## src/rtl/game_sequencer.sv

```systemverilog
// ---------------------------------------------------------------------------
// game_sequencer
//   Top-level Pong game controller. It detects goals from the ball x
//   position, keeps both scores, holds a timed serve pause after each point
//   and declares the winner. The ball and paddle controllers are driven from
//   `state`, and the ball is held at screen centre whenever state != PLAY.
//
// Ports
//   clk          in   system clock
//   rst          in   synchronous active-high reset
//   timing_tick  in   one-cycle frame tick shared with the ball datapath
//   start_btn    in   debounced start button (level)
//   x_ball       in   [10:0] current ball x position
//   state        out  [1:0] IDLE=0, PLAY=1, SERVE=2, GAME_OVER=3
//   score_left   out  [3:0] left player score
//   score_right  out  [3:0] right player score
//   winner       out  0 = left won, 1 = right won (meaningful in GAME_OVER)
//   point_pulse  out  one-cycle pulse when a point is awarded
//
// Build option
//   GAME_WIN_BY_TWO_EN : a game ends only when the scorer has at least
//   WIN_SCORE points and leads by two or more. Scores saturate at 15, and
//   reaching 15 wins regardless of margin. Undefined: the first player to
//   reach WIN_SCORE wins.
//
// State table
//   state     | meaning
//   IDLE      | waiting for a start press; scores from the last game are kept
//   SERVE     | ball centred, counting SERVE_TICKS frame ticks down
//   PLAY      | ball live, goals evaluated on each frame tick
//   GAME_OVER | scores and winner frozen until the next start press
// ---------------------------------------------------------------------------
module game_sequencer #(
   parameter int WIN_SCORE    = 5,
   parameter int SERVE_TICKS  = 60,
   parameter int LEFT_GOAL_X  = 8,
   parameter int RIGHT_GOAL_X = 1000
) (
   input  logic        clk,
   input  logic        rst,
   input  logic        timing_tick,
   input  logic        start_btn,
   input  logic [10:0] x_ball,
   output logic [1:0]  state,
   output logic [3:0]  score_left,
   output logic [3:0]  score_right,
   output logic        winner,
   output logic        point_pulse
);

   typedef enum logic [1:0] {
      IDLE      = 2'd0,
      PLAY      = 2'd1,
      SERVE     = 2'd2,
      GAME_OVER = 2'd3
   } state_t;

   localparam logic [3:0]  WIN        = 4'(WIN_SCORE);
   localparam logic [7:0]  SERVE_LOAD = 8'(SERVE_TICKS);
   localparam logic [10:0] LEFT_X     = 11'(LEFT_GOAL_X);
   localparam logic [10:0] RIGHT_X    = 11'(RIGHT_GOAL_X);

   state_t      state_q;
   logic [7:0]  serve_cnt;
   logic        start_btn_q;
   logic        start_rise;
   logic        goal_right;
   logic        goal_left;
   logic [3:0]  right_next;
   logic [3:0]  left_next;
   logic        right_wins;
   logic        left_wins;

   assign start_rise = start_btn & ~start_btn_q;

   // The left-goal check wins if both limits match (misconfigured limits only).
   assign goal_right = (x_ball <= LEFT_X);
   assign goal_left  = !goal_right && (x_ball >= RIGHT_X);

`ifdef GAME_WIN_BY_TWO_EN
   assign right_next = (score_right == 4'd15) ? 4'd15 : score_right + 4'd1;
   assign left_next  = (score_left  == 4'd15) ? 4'd15 : score_left  + 4'd1;
   assign right_wins = (right_next == 4'd15) ||
                       ((right_next >= WIN) &&
                        ({1'b0, right_next} >= ({1'b0, score_left} + 5'd2)));
   assign left_wins  = (left_next == 4'd15) ||
                       ((left_next >= WIN) &&
                        ({1'b0, left_next} >= ({1'b0, score_right} + 5'd2)));
`else
   assign right_next = score_right + 4'd1;
   assign left_next  = score_left  + 4'd1;
   assign right_wins = (right_next == WIN);
   assign left_wins  = (left_next  == WIN);
`endif

   always_ff @(posedge clk) begin
      if (rst) begin
         state_q     <= IDLE;
         serve_cnt   <= 8'd0;
         start_btn_q <= 1'b0;
         score_left  <= 4'd0;
         score_right <= 4'd0;
         winner      <= 1'b0;
         point_pulse <= 1'b0;
      end else begin
         start_btn_q <= start_btn;
         point_pulse <= 1'b0;
         case (state_q)
            IDLE: begin
               if (start_rise) begin
                  score_left  <= 4'd0;
                  score_right <= 4'd0;
                  serve_cnt   <= SERVE_LOAD;
                  state_q     <= SERVE;
               end
            end
            SERVE: begin
               // The tick that takes the count to zero also releases the ball.
               if (timing_tick) begin
                  if (serve_cnt <= 8'd1) begin
                     serve_cnt <= 8'd0;
                     state_q   <= PLAY;
                  end else begin
                     serve_cnt <= serve_cnt - 8'd1;
                  end
               end
            end
            PLAY: begin
               if (timing_tick) begin
                  if (goal_right) begin
                     score_right <= right_next;
                     point_pulse <= 1'b1;
                     if (right_wins) begin
                        winner  <= 1'b1;
                        state_q <= GAME_OVER;
                     end else begin
                        serve_cnt <= SERVE_LOAD;
                        state_q   <= SERVE;
                     end
                  end else if (goal_left) begin
                     score_left  <= left_next;
                     point_pulse <= 1'b1;
                     if (left_wins) begin
                        winner  <= 1'b0;
                        state_q <= GAME_OVER;
                     end else begin
                        serve_cnt <= SERVE_LOAD;
                        state_q   <= SERVE;
                     end
                  end
               end
            end
            GAME_OVER: begin
               if (start_rise) begin
                  state_q <= IDLE;
               end
            end
            default: state_q <= IDLE;
         endcase
      end
   end

   assign state = state_q;

endmodule

```

## config.mk

```make
export PLATFORM = sky130hd
export DESIGN_NAME = game_sequencer
export DESIGN_NICKNAME = d
export VERILOG_FILES = /design/src/rtl/game_sequencer.sv
export SDC_FILE = /design/constraint.sdc
export NUM_CORES = 1
export LEC_CHECK = 0
export BUFFER_PORTS_ARGS = -buffer_cell sky130_fd_sc_hd__buf_2
export CAP_MARGIN = 30
export CORE_UTILIZATION = 41
export DETAILED_ROUTE_END_ITERATION = 10
export PLACE_DENSITY = 0.62
export SLEW_MARGIN = 25
export SYNTH_ARGS = -nofsm -noshare
export SYNTH_HDL_FRONTEND = slang
export SYNTH_SLANG_ARGS = --single-unit
```

## constraint.sdc

```tcl
create_clock -name clk -period 1.6 [get_ports clk]
set_input_delay 0.16 -clock clk [delete_from_list [all_inputs] [get_ports clk]]
set_output_delay 0.16 -clock clk [all_outputs]
set_load 0.005 [all_outputs]
```

==> summary.md <==
| Metric | Value |
|---|---|
| Status | `finished with violations` |
| Failing checks | `setup timing` |
| IO Count | `27` |
| Initial antenna violation count | `0` |
| Total length of routed wires | `3.694 mm` |
| CP delay by family, top | `compound AO/OA/AOI/OAI gates` |
| Sequential element share of the synthesized area | `30.77%` |
| Count leader, synth | `dfxtp_1` |
| Grt met3 use | `under 10%` |
| Clock transition at path regs | `about 120 ps` |
| H-tree Lvls | `1` |
| Post-synthesis simple-gate area fraction | `approximately 30%` |
| Crit. End Element | `register` |
| Starting Density | `between 40% and 50%` |
| Relative slew slack | `between 70% and 80%` |
| CTS Buf Count | `3` |
| Synth Area per Inst | `just over 8 sq um` |
| GRT overflow | `0` |
| Die width | `59.73 um` |
| Synth-to-layout area growth | `49.27%` |
| XOR/XNOR share of the synthesized area | `0%` |
| Non-Filler Instances | `282` |
| CTS tree | `yes` |
| Drt pass-1 iters | `4` |
| Slowest stage cell, crit path | `dfxtp_4` |
| Die Height | `around 60 um` |
| Worst skew pair latency | `300 ps` |
| Nets | `260` |
| Synth async-reset ratio | `0%` |
| Primary FF master, synth | `dfxtp_1` |
| Synth Area in Adders | `5.495%` |
| Leak pwr | `0.8852 nW` |
| Largest family of logic cells by synthesized area | `simple AND/OR/NAND/NOR gates` |
| Antenna Nets Post-Route | `0` |
| Hold Fails Final Rpt | `0` |
| Top cells by count, synth | `dfxtp_1, a21oi_1, nor2_1` |
| GR met1 Demand/Resource | `a little over a quarter` |
| Core area | `3103 sq um` |
| Syn Nets | `187` |
| Number of global-route vias before repair | `1406` |
| Final setup viols | `9` |
| Gr busiest metal | `met2` |
| Crit share post-route | `117.1%` |
| Clock Tree Buf Depth | `2` |
| Worst hold path class | `input port to register` |
| Yosys reg bits | `21` |
| Die Area | `3567 sq um` |
| Placed insts | `roughly 270` |
| Routability cong. | `0.8355` |
| WP data required | `1830 ps` |
| Synth Instances | `roughly 170` |
| RSZ-0062 raised after global routing | `true` |
| Wire length per cell | `approximately 13 um` |
| CP Cell Sequence | `ha_4 -> or2b_1 -> o21ai_2 -> a211oi_2 -> o31ai_4 -> buf_4 -> o21ai_1 -> a21oi_1` |
| Final Power | `between 0.001 and 0.0015 W` |
| Final Critical Period | `1874 ps` |
| Met2 global-route usage | `40.79%` |
| Ys Warns | `0` |
| Fill cells | `279` |
| Buffers and inverters on the worst path | `1` |
| Peak VDD IR | `0.0002496 V` |
| Synth top area cells | `dfxtp_1, a21oi_1, ha_1` |
| Peak per-stage delay on the critical path | `380 ps` |
| Synth Area in Compound Gates | `28.11%` |
| First-pass GRT wire length | `5.982 mm` |
| Worst Skew | `2.141 ps` |
| Number of library cell types mapped by synthesis | `46` |
| Initial DRC count | `84` |
| Layout cells sized above 1 | `47.06%` |
| Post-DR vias/cell | `5.238` |
| Pwr dens | `648.7 nW/um^2` |
| Slew Viols, Final | `0` |
| Largest net degree at the start of global routing | `22` |
| Routed vias | `roughly 1500` |
| Setup TNS | `-1899 ps` |
| Post-synthesis mux area share | `1.465%` |
| Max Cap Viol | `0` |
| WS Path Type | `register to register` |
| Number of port buffers | `26` |
| CP startpoint kind | `register` |
| Overall Global Routing Usage | `~22%` |
| # diodes | `0` |
| Row count | `20` |
| Root buffer cell | `clkbuf_4` |
| Setup slack after layout | `-273.6 ps` |
| TritonCTS Sinks | `21` |
| Post-detail-place hpwl | `2.743 mm` |
| Leading area contributor after synthesis | `dfxtp_1` |
| EDFF count, synth | `0` |
| # DRC | `0` |
| F_max | `0.5337 GHz` |
| Actual slew at the worst max-slew pin | `421.7 ps` |
| Worst EP arrival | `around 2100 ps` |
| Crit-path max FO | `4` |
| Minimum hold slack | `88.07 ps` |
| Area share of the largest cell type after synthesis | `between 30 and 40%` |
| Mapped Area | `approximately 1400 sq um` |
[power breakdown]
| group | internal [W] | switching [W] |
|---|---|---|
| Clock | 0.0000971 | 0.000162 |
| Sequential | 0.000545 | 0.0000212 |
| Combinational | 0.000263 | 0.000234 |
[final timing paths]
check | slack, ps | end | startpoint | cells past startpoint
worst max-delay path | -270 | serve_cnt[7]$_SDFFE_PP0P_ | score_right[1]$_SDFFE_PP0P_ | 8
worst min-delay path | 90 | start_btn_q$_SDFF_PP0_ | start_btn | 2
worst max register to register | -270 | serve_cnt[7]$_SDFFE_PP0P_ | score_right[1]$_SDFFE_PP0P_ | 8
worst min register to register | 490 | serve_cnt[4]$_SDFFE_PP0P_ | serve_cnt[4]$_SDFFE_PP0P_ | 2
[cell usage in the layout, fill, tap and decap left out, types with 3 or more instances in the layout]
cell / instances
a21o_1: 3
a21oi_1: 17
a22oi_1: 3
a311oi_1: 3
buf_2: 26
buf_4: 45
clkbuf_4: 3
dfxtp_1: 14
dfxtp_2: 3
dfxtp_4: 4
ha_1: 3
inv_1: 9
nand2_1: 9
nand2b_1: 6
nor2_1: 11
nor2b_1: 7
nor3_1: 5
o21ai_0: 6
o21ai_1: 4
o31ai_1: 3
or3_1: 4
[metrics by stage]
stage	setup slack (ps)	area (sq um)	utilization [%]
global placement	-205.7	1888	60.85
finish	-273.6	2039	65.73
CTS	-257.3	1978	63.75
floorplan	-129.5	1400	-
detailed placement	-281.7	1888	60.85
global route	-333.0	2039	65.73
[per-layer routing]
layer | part of all wire, % | up-vias
met3 | 2.8 | 4
met4 | 0.51 | 0
li1 | - | 750
met2 | 53 | 26
met5 | 0 | -
met1 | 43 | 697
[layout make-up]
cell class / count / area (sq um) / area share, %
flip-flops and latches: 21 / 439.2 / 21.53
clock buffers: 4 / 26.28 / 1.288
multi-input cells: 131 / 985.9 / 48.34
inverters: 9 / 33.78 / 1.656
repair buffers: 73 / 499.2 / 24.48
well taps: 44 / 55.05 / 2.699
[flip-flops by register name (all words and copies together) (netlist names)]
signal       count
start_btn_q      1
score_left       4
point_pulse      1
serve_cnt        8
state            2
winner           1
score_right      4
[repair_timing]
item                       in CTS  in global routing
pin swaps                       7                  9
hold endpoints to repair        0                  0
resized for setup               9                 15
hold buffers                    0                  0
setup endpoints to repair      13                 15
setup buffers                   6                  1
[kinds of logic after synthesis]
kind of cell | Yosys count
compound gates | 56
fa+ha+maj | 6
buf+inv | 14
flops | 21
mux | 2
simple gates | 67
Note: power is estimated with default switching activity, not from simulation.
